File: src/rtl/ste_slot_arbiter_pkg.sv
// Shared constants for the STE bus-slot arbiter: default sizes, requester
// indices and the bus_cycle phases that frame one memory slot.
package ste_slot_arbiter_pkg;

    localparam int NREQ_DEF = 3;
    localparam int AW_DEF   = 23;

    localparam int SND = 0;
    localparam int FDC = 1;
    localparam int BLT = 2;

    localparam logic [3:0] ARB  = 4'd0;
    localparam logic [3:0] DATA = 4'd3;
    localparam logic [3:0] ACK  = 4'd4;

    function automatic int next_ptr(input int idx, input int n);
        return (idx + 1) % n;
    endfunction

endpackage

File: src/rtl/ste_slot_arbiter_if.sv
// Requester/memory bundle of the slot arbiter; slave is the arbiter side,
// master is the side driving the bus phase, requests and RAM data.
interface ste_slot_arbiter_if
    import ste_slot_arbiter_pkg::*;
#(
    parameter int NREQ = NREQ_DEF,
    parameter int AW   = AW_DEF
);
    logic [3:0]         bus_cycle;
    logic               hsync;
    logic [NREQ-1:0]    req;
    logic [NREQ-1:0]    urgent;
    logic [NREQ*AW-1:0] req_addr;
    logic [15:0]        mem_data;
    logic               mem_read;
    logic [AW-1:0]      mem_addr;
    logic [NREQ-1:0]    grant;
    logic [NREQ-1:0]    ack;
    logic [15:0]        rd_data;

    modport slave (
        input  bus_cycle, hsync, req, urgent, req_addr, mem_data,
        output mem_read, mem_addr, grant, ack, rd_data
    );

    modport master (
        output bus_cycle, hsync, req, urgent, req_addr, mem_data,
        input  mem_read, mem_addr, grant, ack, rd_data
    );
endinterface

File: src/rtl/ste_slot_arbiter_rr_pick.sv
// Round-robin picker: first set bit of the eligible mask at or after rr_ptr,
// wrapping modulo NREQ, returned both one-hot and as an index.
module rr_pick #(
    parameter int NREQ = 3,
    parameter int PW   = 2
) (
    input  logic [NREQ-1:0] eligible,
    input  logic [PW-1:0]   rr_ptr,
    output logic [NREQ-1:0] winner,
    output logic [PW-1:0]   winner_idx,
    output logic            found
);
    int              idx;
    logic [NREQ-1:0] sh;

    always_comb begin
        winner     = '0;
        winner_idx = '0;
        found      = 1'b0;
        idx        = 0;
        sh         = '0;
        for (int k = 0; k < NREQ; k++) begin
            idx = (int'(rr_ptr) + k) % NREQ;
            sh  = eligible >> idx;
            if (!found && sh[0]) begin
                found      = 1'b1;
                winner     = NREQ'(1) << idx;
                winner_idx = PW'(idx);
            end
        end
    end
endmodule

File: src/rtl/ste_slot_arbiter.sv
// Grants the 0..3 bus window to one DMA-style requester per 16-cycle frame,
// with urgent override, round-robin fairness and a fixed-latency ack.
module ste_slot_arbiter
    import ste_slot_arbiter_pkg::*;
#(
    parameter int NREQ = NREQ_DEF,
    parameter int AW   = AW_DEF
) (
    input logic              clk,
    input logic              reset,
    ste_slot_arbiter_if.slave bus
);
    localparam int PW = (NREQ > 1) ? $clog2(NREQ) : 1;

    logic [NREQ-1:0] urg_req, eligible, win_onehot;
    logic [PW-1:0]   win_idx, rr_ptr;
    logic            win_any;
    logic [AW-1:0]   addr_sel;

    logic [NREQ-1:0] grant_q, ack_q;
    logic            mem_read_q;
    logic [AW-1:0]   mem_addr_q;
    logic [15:0]     rd_data_q;
    logic            active, req_held, seq_ok;
    logic [3:0]      prev_bc;

    logic arb_edge, in_seq, phase_ok, slot_end, owner_req;

    // Urgent requesters, when present, shut out everyone else.
    always_comb begin
        urg_req  = bus.req & bus.urgent;
        eligible = (urg_req != '0) ? urg_req : bus.req;
    end

    rr_pick #(.NREQ(NREQ), .PW(PW)) u_pick (
        .eligible   (eligible),
        .rr_ptr     (rr_ptr),
        .winner     (win_onehot),
        .winner_idx (win_idx),
        .found      (win_any)
    );

    always_comb begin
        addr_sel = '0;
        for (int i = 0; i < NREQ; i++)
            if (win_onehot[i]) addr_sel = bus.req_addr[i*AW +: AW];
    end

    // A slot is only trusted while bus_cycle has advanced by one on every edge;
    // a broken slot lingers until the next phase-0 edge and never acks.
    assign in_seq    = (bus.bus_cycle == prev_bc + 4'd1);
    assign phase_ok  = seq_ok && in_seq;
    assign owner_req = |(bus.req & grant_q);
    assign arb_edge  = (bus.bus_cycle == ARB) && bus.hsync && win_any;
    assign slot_end  = active && ((bus.bus_cycle == ACK && phase_ok) || bus.bus_cycle == ARB);

    always_ff @(posedge clk) begin
        if (reset) begin
            grant_q    <= '0;
            ack_q      <= '0;
            mem_read_q <= 1'b0;
            mem_addr_q <= '0;
            rd_data_q  <= '0;
            rr_ptr     <= '0;
            active     <= 1'b0;
            req_held   <= 1'b0;
            seq_ok     <= 1'b0;
            prev_bc    <= '0;
        end else begin
            prev_bc <= bus.bus_cycle;
            ack_q   <= '0;
            if (active) begin
                if (!in_seq)    seq_ok   <= 1'b0;
                if (!owner_req) req_held <= 1'b0;
                if (phase_ok && bus.bus_cycle == DATA) rd_data_q <= bus.mem_data;
                mem_read_q <= (bus.bus_cycle[3:2] == 2'b00);
            end
            if (slot_end) begin
                if (bus.bus_cycle == ACK && phase_ok && req_held && owner_req)
                    ack_q <= grant_q;
                grant_q    <= '0;
                mem_addr_q <= '0;
                mem_read_q <= 1'b0;
                active     <= 1'b0;
            end
            // A new slot may start on the same edge a broken one is retired.
            if (arb_edge) begin
                grant_q    <= win_onehot;
                mem_addr_q <= addr_sel;
                mem_read_q <= 1'b1;
                active     <= 1'b1;
                req_held   <= 1'b1;
                seq_ok     <= 1'b1;
                rr_ptr     <= PW'(next_ptr(int'(win_idx), NREQ));
            end
        end
    end

    assign bus.grant    = grant_q;
    assign bus.ack      = ack_q;
    assign bus.mem_read = mem_read_q;
    assign bus.mem_addr = mem_addr_q;
    assign bus.rd_data  = rd_data_q;
endmodule

File: src/flat_wrapper.sv
// flat-port wrapper written by rule: the top's interface ports become plain ports
module ste_slot_arbiter_flat import ste_slot_arbiter_pkg::*;
#(
    parameter int NREQ = NREQ_DEF,
    parameter int AW   = AW_DEF
)
  (clk, reset, bus_bus_cycle, bus_hsync, bus_req, bus_urgent, bus_req_addr, bus_mem_data, bus_mem_read, bus_mem_addr, bus_grant, bus_ack, bus_rd_data);
  ste_slot_arbiter_if #(.NREQ(NREQ), .AW(AW)) bus_i ();
  input logic clk;
  input logic reset;
  input wire logic [$bits(bus_i.bus_cycle)-1:0] bus_bus_cycle;
  input wire logic [$bits(bus_i.hsync)-1:0] bus_hsync;
  input wire logic [$bits(bus_i.req)-1:0] bus_req;
  input wire logic [$bits(bus_i.urgent)-1:0] bus_urgent;
  input wire logic [$bits(bus_i.req_addr)-1:0] bus_req_addr;
  input wire logic [$bits(bus_i.mem_data)-1:0] bus_mem_data;
  output wire logic [$bits(bus_i.mem_read)-1:0] bus_mem_read;
  output wire logic [$bits(bus_i.mem_addr)-1:0] bus_mem_addr;
  output wire logic [$bits(bus_i.grant)-1:0] bus_grant;
  output wire logic [$bits(bus_i.ack)-1:0] bus_ack;
  output wire logic [$bits(bus_i.rd_data)-1:0] bus_rd_data;
  assign bus_i.bus_cycle = bus_bus_cycle;
  assign bus_i.hsync = bus_hsync;
  assign bus_i.req = bus_req;
  assign bus_i.urgent = bus_urgent;
  assign bus_i.req_addr = bus_req_addr;
  assign bus_i.mem_data = bus_mem_data;
  assign bus_mem_read = bus_i.mem_read;
  assign bus_mem_addr = bus_i.mem_addr;
  assign bus_grant = bus_i.grant;
  assign bus_ack = bus_i.ack;
  assign bus_rd_data = bus_i.rd_data;
  ste_slot_arbiter #(.NREQ(NREQ), .AW(AW)) u_core (.clk(clk), .reset(reset), .bus(bus_i));
endmodule
File: config.mk
export PLATFORM = sky130hd
export DESIGN_NAME = ste_slot_arbiter_flat
export DESIGN_NICKNAME = d
export VERILOG_FILES = /design/src/rtl/ste_slot_arbiter_pkg.sv /design/src/rtl/ste_slot_arbiter_if.sv /design/src/rtl/ste_slot_arbiter_rr_pick.sv /design/src/rtl/ste_slot_arbiter.sv /design/src/flat_wrapper.sv
export SDC_FILE = /design/constraint.sdc
export NUM_CORES = 1
export LEC_CHECK = 0
export ABC_AREA = 0
export CAP_MARGIN = 40
export CORE_ASPECT_RATIO = 1.5
export CORE_MARGIN = 5
export CORE_UTILIZATION = 41
export CTS_BUF_LIST = sky130_fd_sc_hd__clkbuf_16
export CTS_CLUSTER_DIAMETER = 40
export DETAILED_ROUTE_END_ITERATION = 8
export PLACE_DENSITY = 0.81
export SKIP_LAST_GASP = 1
export SLEW_MARGIN = 20
export SYNTH_ARGS = -nofsm -noshare
export SYNTH_HDL_FRONTEND = slang
export SYNTH_SLANG_ARGS = --single-unit
File: constraint.sdc
create_clock -name clk -period 4.5 [get_ports clk]
set_input_delay 0.45 -clock clk [delete_from_list [all_inputs] [get_ports clk]]
set_output_delay 0.45 -clock clk [all_outputs]
set_load 0.005 [all_outputs]
==> run metrics, run 1 <==
maximum frequency from static timing analysis=255.6 MHz; post-synth cell types=51; proportion of synthesized chip area in sequential cells=0.3659; setup repair after global routing missed its margin=no; number of enable flip-flop cells after synthesis=0; pwr/cell area=239.0 nW/µm²; height of the chip=114.9 µm; overall routed net length=9637 µm; Cell Count Post-Placement=561; CTS tree=yes; horizontal die dimension=79.95 µm; final weighted congestion in routability-driven placement=0.8885; overall fraction of global-route tracks in use=0.2062; top-count cell post-synth=dfxtp_1; leftover overflow at the end of global routing=0; startpoint of the worst hold path=u_core.req_held; initial core utilization=0.4191; clock slew seen by the registers of the worst setup and hold paths=0.08 ns; number of DRC markers in iteration 0=244; router iterations before antenna repair=5; outcome=complete, no violations; number of flip-flops and latches in the synthesized netlist=55; Die Outline Area=9188 µm²; final cell count without fillers=570; Clock Skews=0.01012 ns; maximum number of pins on one net before global-route repair=28; synthesized instance count=333; Setup crit start kind=flop; Std-Cell Rows=38; Clock Sink Count=55; final count of pins violating max slew=0; Synth Cell Area=3009 µm²; worst r2r src=u_core.rr_ptr[1]; Total Negative Setup Slacks=0 ns; cell at the root of the clock tree=clkbuf_16; number of setup buffers added after CTS=0; Worst setup startpoint=u_core.rr_ptr[1]; peak fanout along the critical path=18; proportion of register bits with asynchronous set or reset after synthesis=0; H-tree levels=2; number of hold violations in the final report=0; Core Footprint=7179 µm²; data required time of the critical path=4.74 ns; synthesis warning total=0; synth top area cells=dfxtp_1 (37%), a32oi_1 (6.7%), mux2i_1 (6.3%); Primary FF master, synth=dfxtp_1; DRC errors left=0; Num CTS Buffers=5; worst hold path type=reg -> reg; Crit. End Element=flop; worst path arrival time=4.15 ns; placed wire-length estimate after detailed placement=7617 µm; post-route ant nets=0; Yosys top cell by area=dfxtp_1; I/O Buffers=143; Via-to-Cell Ratio=5.742; average wire per standard cell=16.91 µm; layout cells sized above 1=0.05745; worst vdd ir=0.2101 mV; total inserted antenna cells=0; Maximum Capacitance Violations=0; Max Root-Sink Buffers=2; Final period util=0.8693; time the final worst path needs with I/O delays and setup=3.912 ns; slew at the pin closest to its max-slew limit=0.6709 ns; post-CTS sizing=0; Post-Syn Area per Cell=9.036 µm²; number of global-route vias before repair=3337; count of pins on the block boundary=144; reported leakage power=1.784 nW; count of vias placed by the detailed router=3273; wire length of the first global-routing pass=15370 µm; Post-Syn Nets=443; leading cell types by count after synthesis=dfxtp_1 (55), o211ai_1 (25), nand4_1 (24), nor2_1 (24); area share of the largest cell type after synthesis=0.3659; number of antenna violations at the first check in global routing=0; post-cts hold buffer count=0; kind of critical path=reg -> reg; net count reported at finish=579; # setup viols final=0; synthesis-to-finish area growth=55.84%; later-pin clock latency in the skew report=0.29 ns; worst slew margin relative to its limit=0.5506
-- where the power goes --
| part | switching, mW | internal [mW] |
|---|---|---|
| combinational | 0.0798 | 0.105 |
| sequential | 0.00390 | 0.492 |
| clock | 0.177 | 0.263 |
| total | 0.260 | 0.860 |
-- cells by family after synthesis --
logic type	after synthesis	synth area share
xor gates and xnor gates	6	0.01747
DFF	55	0.3659
buffers and inverters	46	0.07068
and+or+nand+nor	96	0.1688
AOI/OAI and AO/OA	99	0.2640
adders and majority gates	12	0.04989
muxes	19	0.06320
-- worst paths after layout --
kind	to	slack [ns]	cells after the start
setup / recovery	u_core.bus.mem_addr[15]	0.59	13
hold / removal	u_core.req_held	0.46	2
setup reg to reg	u_core.bus.mem_addr[15]	0.59	13
hold reg to reg	u_core.req_held	0.46	2
-- stage by stage --
step	area [µm²]	power, mW	util	setup slack [ns]	hold slack (ns)
4_1_cts	4674	1.128	0.6511	0.5856	0.4604
2_1_floorplan	3009	0.5723	-	1.282	0.4366
5_1_grt	4690	1.167	0.6532	0.2748	0.4775
6_report	4690	1.121	0.6532	0.5880	0.4614
3_3_place_gp	4492	0.6864	0.6257	0.7963	0.4445
3_5_place_dp	4507	0.6908	0.6277	0.6102	0.4510
-- final cells by class --
class                           instances  area [µm²]
Inverter                               23       86.33
Sequential cell                        55        1101
Multi-Input combinational cell        232        1695
Clock inverter                          3       42.54
Fill cell                             612        2490
Clock buffer                            5       125.1
Timing Repair Buffer                  152        1514
Tap cell                              100       125.1
-- critical path, cell delays in order (launching register included) --
cell and delay [ns]:
dfxtp_1 0.46, inv_1 0.14, ha_1 0.44, inv_1 0.18, nand3_1 0.09, ha_1 0.31
nor4bb_1 0.27, mux2i_1 0.14, a211o_1 0.35, nor4_2 0.38, o311a_1 0.63, buf_4 0.27
a32oi_1 0.10, nand3_1 0.09
-- layout by cell type (no fill, tap or decap), types with 5 or more instances in the layout --
cell             count
inv_1               24
ha_1                12
clkbuf_16            5
a21oi_1             10
nand2_1              9
buf_4                7
nor2b_1              5
nor3_1               5
a32oi_1             23
nand3_1             18
nand4_1             24
dfxtp_1             55
nor2_1              24
o211ai_1            25
o21ai_0              8
o2111ai_1            5
clkdlybuf4s50_1    143
mux2i_1             19
-- registers in the layout, indices dropped and copies added, names as in the netlist --
register,count
u_core.req_held,1
u_core.bus.grant,3
u_core.rr_ptr,2
u_core.seq_ok,1
u_core.bus.mem_addr,23
u_core.active,1
u_core.bus.ack,3
u_core.bus.rd_data,16
u_core.prev_bc,4
u_core.bus.mem_read,1
-- metal layers --
| metal | part of all wire | global-route usage | routed length, µm |
|---|---|---|---|
| met1 | 0.36 | 0.2144 | 3489 |
| met2 | 0.50 | 0.3733 | 4818 |
| met3 | 0.097 | 0.06270 | 931 |
| met4 | 0.041 | 0.09470 | 398 |
| met5 | 0 | 0 | 0 |
Note: power is estimated with default switching activity, not from simulation.
==> run 2: changes to the inputs <==
--- a/config.mk
+++ b/config.mk
@@ -10,7 +10,6 @@
 export CORE_ASPECT_RATIO = 1.5
 export CORE_MARGIN = 5
 export CORE_UTILIZATION = 41
-export CTS_BUF_LIST = sky130_fd_sc_hd__clkbuf_16
 export CTS_CLUSTER_DIAMETER = 40
 export DETAILED_ROUTE_END_ITERATION = 8
 export PLACE_DENSITY = 0.81
==> run 2 against run 1 <==
  * Maximum frequency decreased by 0.51%
  * Worst setup slack got worse by 0.020 ns
  * Cell count did not move
  * Largest cell class unchanged
  * Largest power group unchanged
==> run metrics, run 2 (synthesis gave the netlist of run 1 again) <==
outcome=complete, no violations; post-CTS sizing=0 (unchanged); commonest cells after routing, fill and taps aside=clkdlybuf4s50_1 (143), dfxtp_1 (55), o211ai_1 (25); CTS tree=yes; Die Outline Area=9188 µm² (unchanged); worst path arrival time=4.19 ns (+0.04 ns); count of vias placed by the detailed router=3276 (+0.092%); Power Total=1.014 mW (-9.5%); I/O Buffers=143 (unchanged); overall routed net length=9607 µm (-0.31%); Core Footprint=7179 µm² (unchanged); number of setup buffers added after CTS=0 (unchanged); layout cells sized above 1=0.05745 (unchanged); final weighted congestion in routability-driven placement=0.8885 (unchanged); setup repair after global routing missed its margin=no; PnR worst setup slack=0.5681 ns (-0.01989 ns); number of cells traversed by the worst register-to-register path=13 (unchanged); synthesis-to-finish area growth=53.97%; H-tree levels=2 (unchanged); height of the chip=114.9 µm (unchanged); slowest library cell on the worst path=o311a_1; Num CTS Buffers=5 (unchanged); Clock Skews=0.01111 ns (+0.0009865 ns); final count of pins violating max slew=0 (unchanged); initial core utilization=0.4191 (unchanged); post-route ant nets=0 (unchanged); post-cts hold buffer count=0 (unchanged); clock slew seen by the registers of the worst setup and hold paths=0.11 ns (+0.03 ns); router iterations before antenna repair=6 (+1); maximum frequency from static timing analysis=254.3 MHz (-0.51%); Max Root-Sink Buffers=2 (unchanged); wire length of the first global-routing pass=15310 µm (-0.36%); worst hold path type=reg -> reg; flip-flop count of the largest register, all copies and words added=23 (unchanged); DRC errors left=0 (unchanged); slew at the pin closest to its max-slew limit=0.6678 ns (-0.003157 ns); # setup viols final=0 (unchanged); worst slew margin relative to its limit=0.5527 (+0.002114); Via-to-Cell Ratio=5.747 (about the same); pre-CTS setup slack=0.6102 ns (unchanged); endpoint of the most critical register-to-register path=u_core.bus.mem_addr[15]; number of antenna violations at the first check in global routing=0 (unchanged); number of DRC markers in iteration 0=289 (+18%); core utilization of the finished layout=0.6453 (-0.007842); Clock Sink Count=55 (unchanged); placed wire-length estimate after detailed placement=7617 µm (unchanged); reg-to-reg setup timing slack=0.57 ns (-0.02 ns); peak fanout along the critical path=18 (unchanged); total inserted antenna cells=0 (unchanged); horizontal die dimension=79.95 µm (unchanged); average wire per standard cell=16.85 µm (-0.31%); worst r2r src=u_core.rr_ptr[0]; number of global-route vias before repair=3341 (+0.12%); Total Negative Setup Slacks=0 ns (unchanged); Crit path largest cell delay=0.63 ns (about the same); kind of critical path=reg -> reg; maximum number of pins on one net before global-route repair=28 (unchanged); net count reported at finish=579 (unchanged); Final period util=0.8738 (+0.004419); leftover overflow at the end of global routing=0 (unchanged); Crit. End Element=flop; time the final worst path needs with I/O delays and setup=3.932 ns (+0.01989 ns); number of hold violations in the final report=0 (unchanged); reported leakage power=1.754 nW (-1.7%); overall fraction of global-route tracks in use=0.2044 (-0.001802); end of the critical path=u_core.bus.mem_addr[15]; Std-Cell Rows=38 (unchanged); later-pin clock latency in the skew report=0.31 ns (+0.02 ns); worst vdd ir=0.1646 mV (-22%); Worst setup startpoint=u_core.rr_ptr[0]; data required time of the critical path=4.76 ns (+0.02 ns); cell chain of the critical path=inv_1, ha_1, inv_1, nand3_1, ha_1, nor4bb_1, mux2i_1, a211o_1, nor4_2, o311a_1, buf_4, a32oi_1, nand3_1; Maximum Capacitance Violations=0 (unchanged); pwr/cell area=218.8 nW/µm² (-8.4%); most common library cell in the layout ignoring fill and taps=clkdlybuf4s50_1; count of pins on the block boundary=144 (unchanged); Setup crit start kind=flop; cell at the root of the clock tree=clkbuf_8
[run 2: cell type report]
class                   instances  area, µm²
flip-flops and latches         55       1101
multi-input cells             232       1695
clock buffers                   6      72.57
repair buffers                152       1514
fillers                       629       2546
clock inverters                 2      38.79
well taps                     100      125.1
inverters                      23      86.33
[run 2: through the flow]
step / cells / hold slack, ns / cell area, µm²
6_report: 570 / 0.4655 / 4633
5_1_grt: 570 / 0.4823 / 4633
4_1_cts: 569 / 0.4645 / 4618
3_5_place_dp: 561 / 0.4510 / 4507
3_3_place_gp: 560 / 0.4445 / 4492
2_1_floorplan: 333 / 0.4366 / 3009
[run 2: where the power goes]
part	switching [mW]	total [mW]	internal (mW)
Combinational	0.0796	0.185	0.105
Clock	0.164	0.333	0.168
Sequential	0.00390	0.496	0.492
[run 2: worst min path at each step]
| stage | from | to | cells after the start |
|---|---|---|---|
| finish | u_core.req_held | u_core.req_held | 2 |
| floorplan | u_core.req_held | u_core.req_held | 2 |
| global placement | u_core.req_held | u_core.req_held | 2 |
| CTS | u_core.req_held | u_core.req_held | 2 |
| detailed placement | u_core.req_held | u_core.req_held | 2 |
| global route | u_core.req_held | u_core.req_held | 2 |
[run 2: metal layers]
| layer | part of all wire | track usage | wire length, µm |
|---|---|---|---|
| met1 | 0.36 | 0.2143 | 3450 |
| met2 | 0.50 | 0.3722 | 4778 |
| met3 | 0.10 | 0.05564 | 980 |
| met4 | 0.041 | 0.09470 | 398 |
| met5 | 0 | 0 | 0 |
[run 2: critical path, delay by kind of cell (launching register included)]
family | cells | cell delay (ns)
simple gates | 4 | 0.84
buf+inv | 3 | 0.59
flops | 1 | 0.46
fa+ha+maj | 2 | 0.77
mux | 1 | 0.14
compound gates | 3 | 1.08
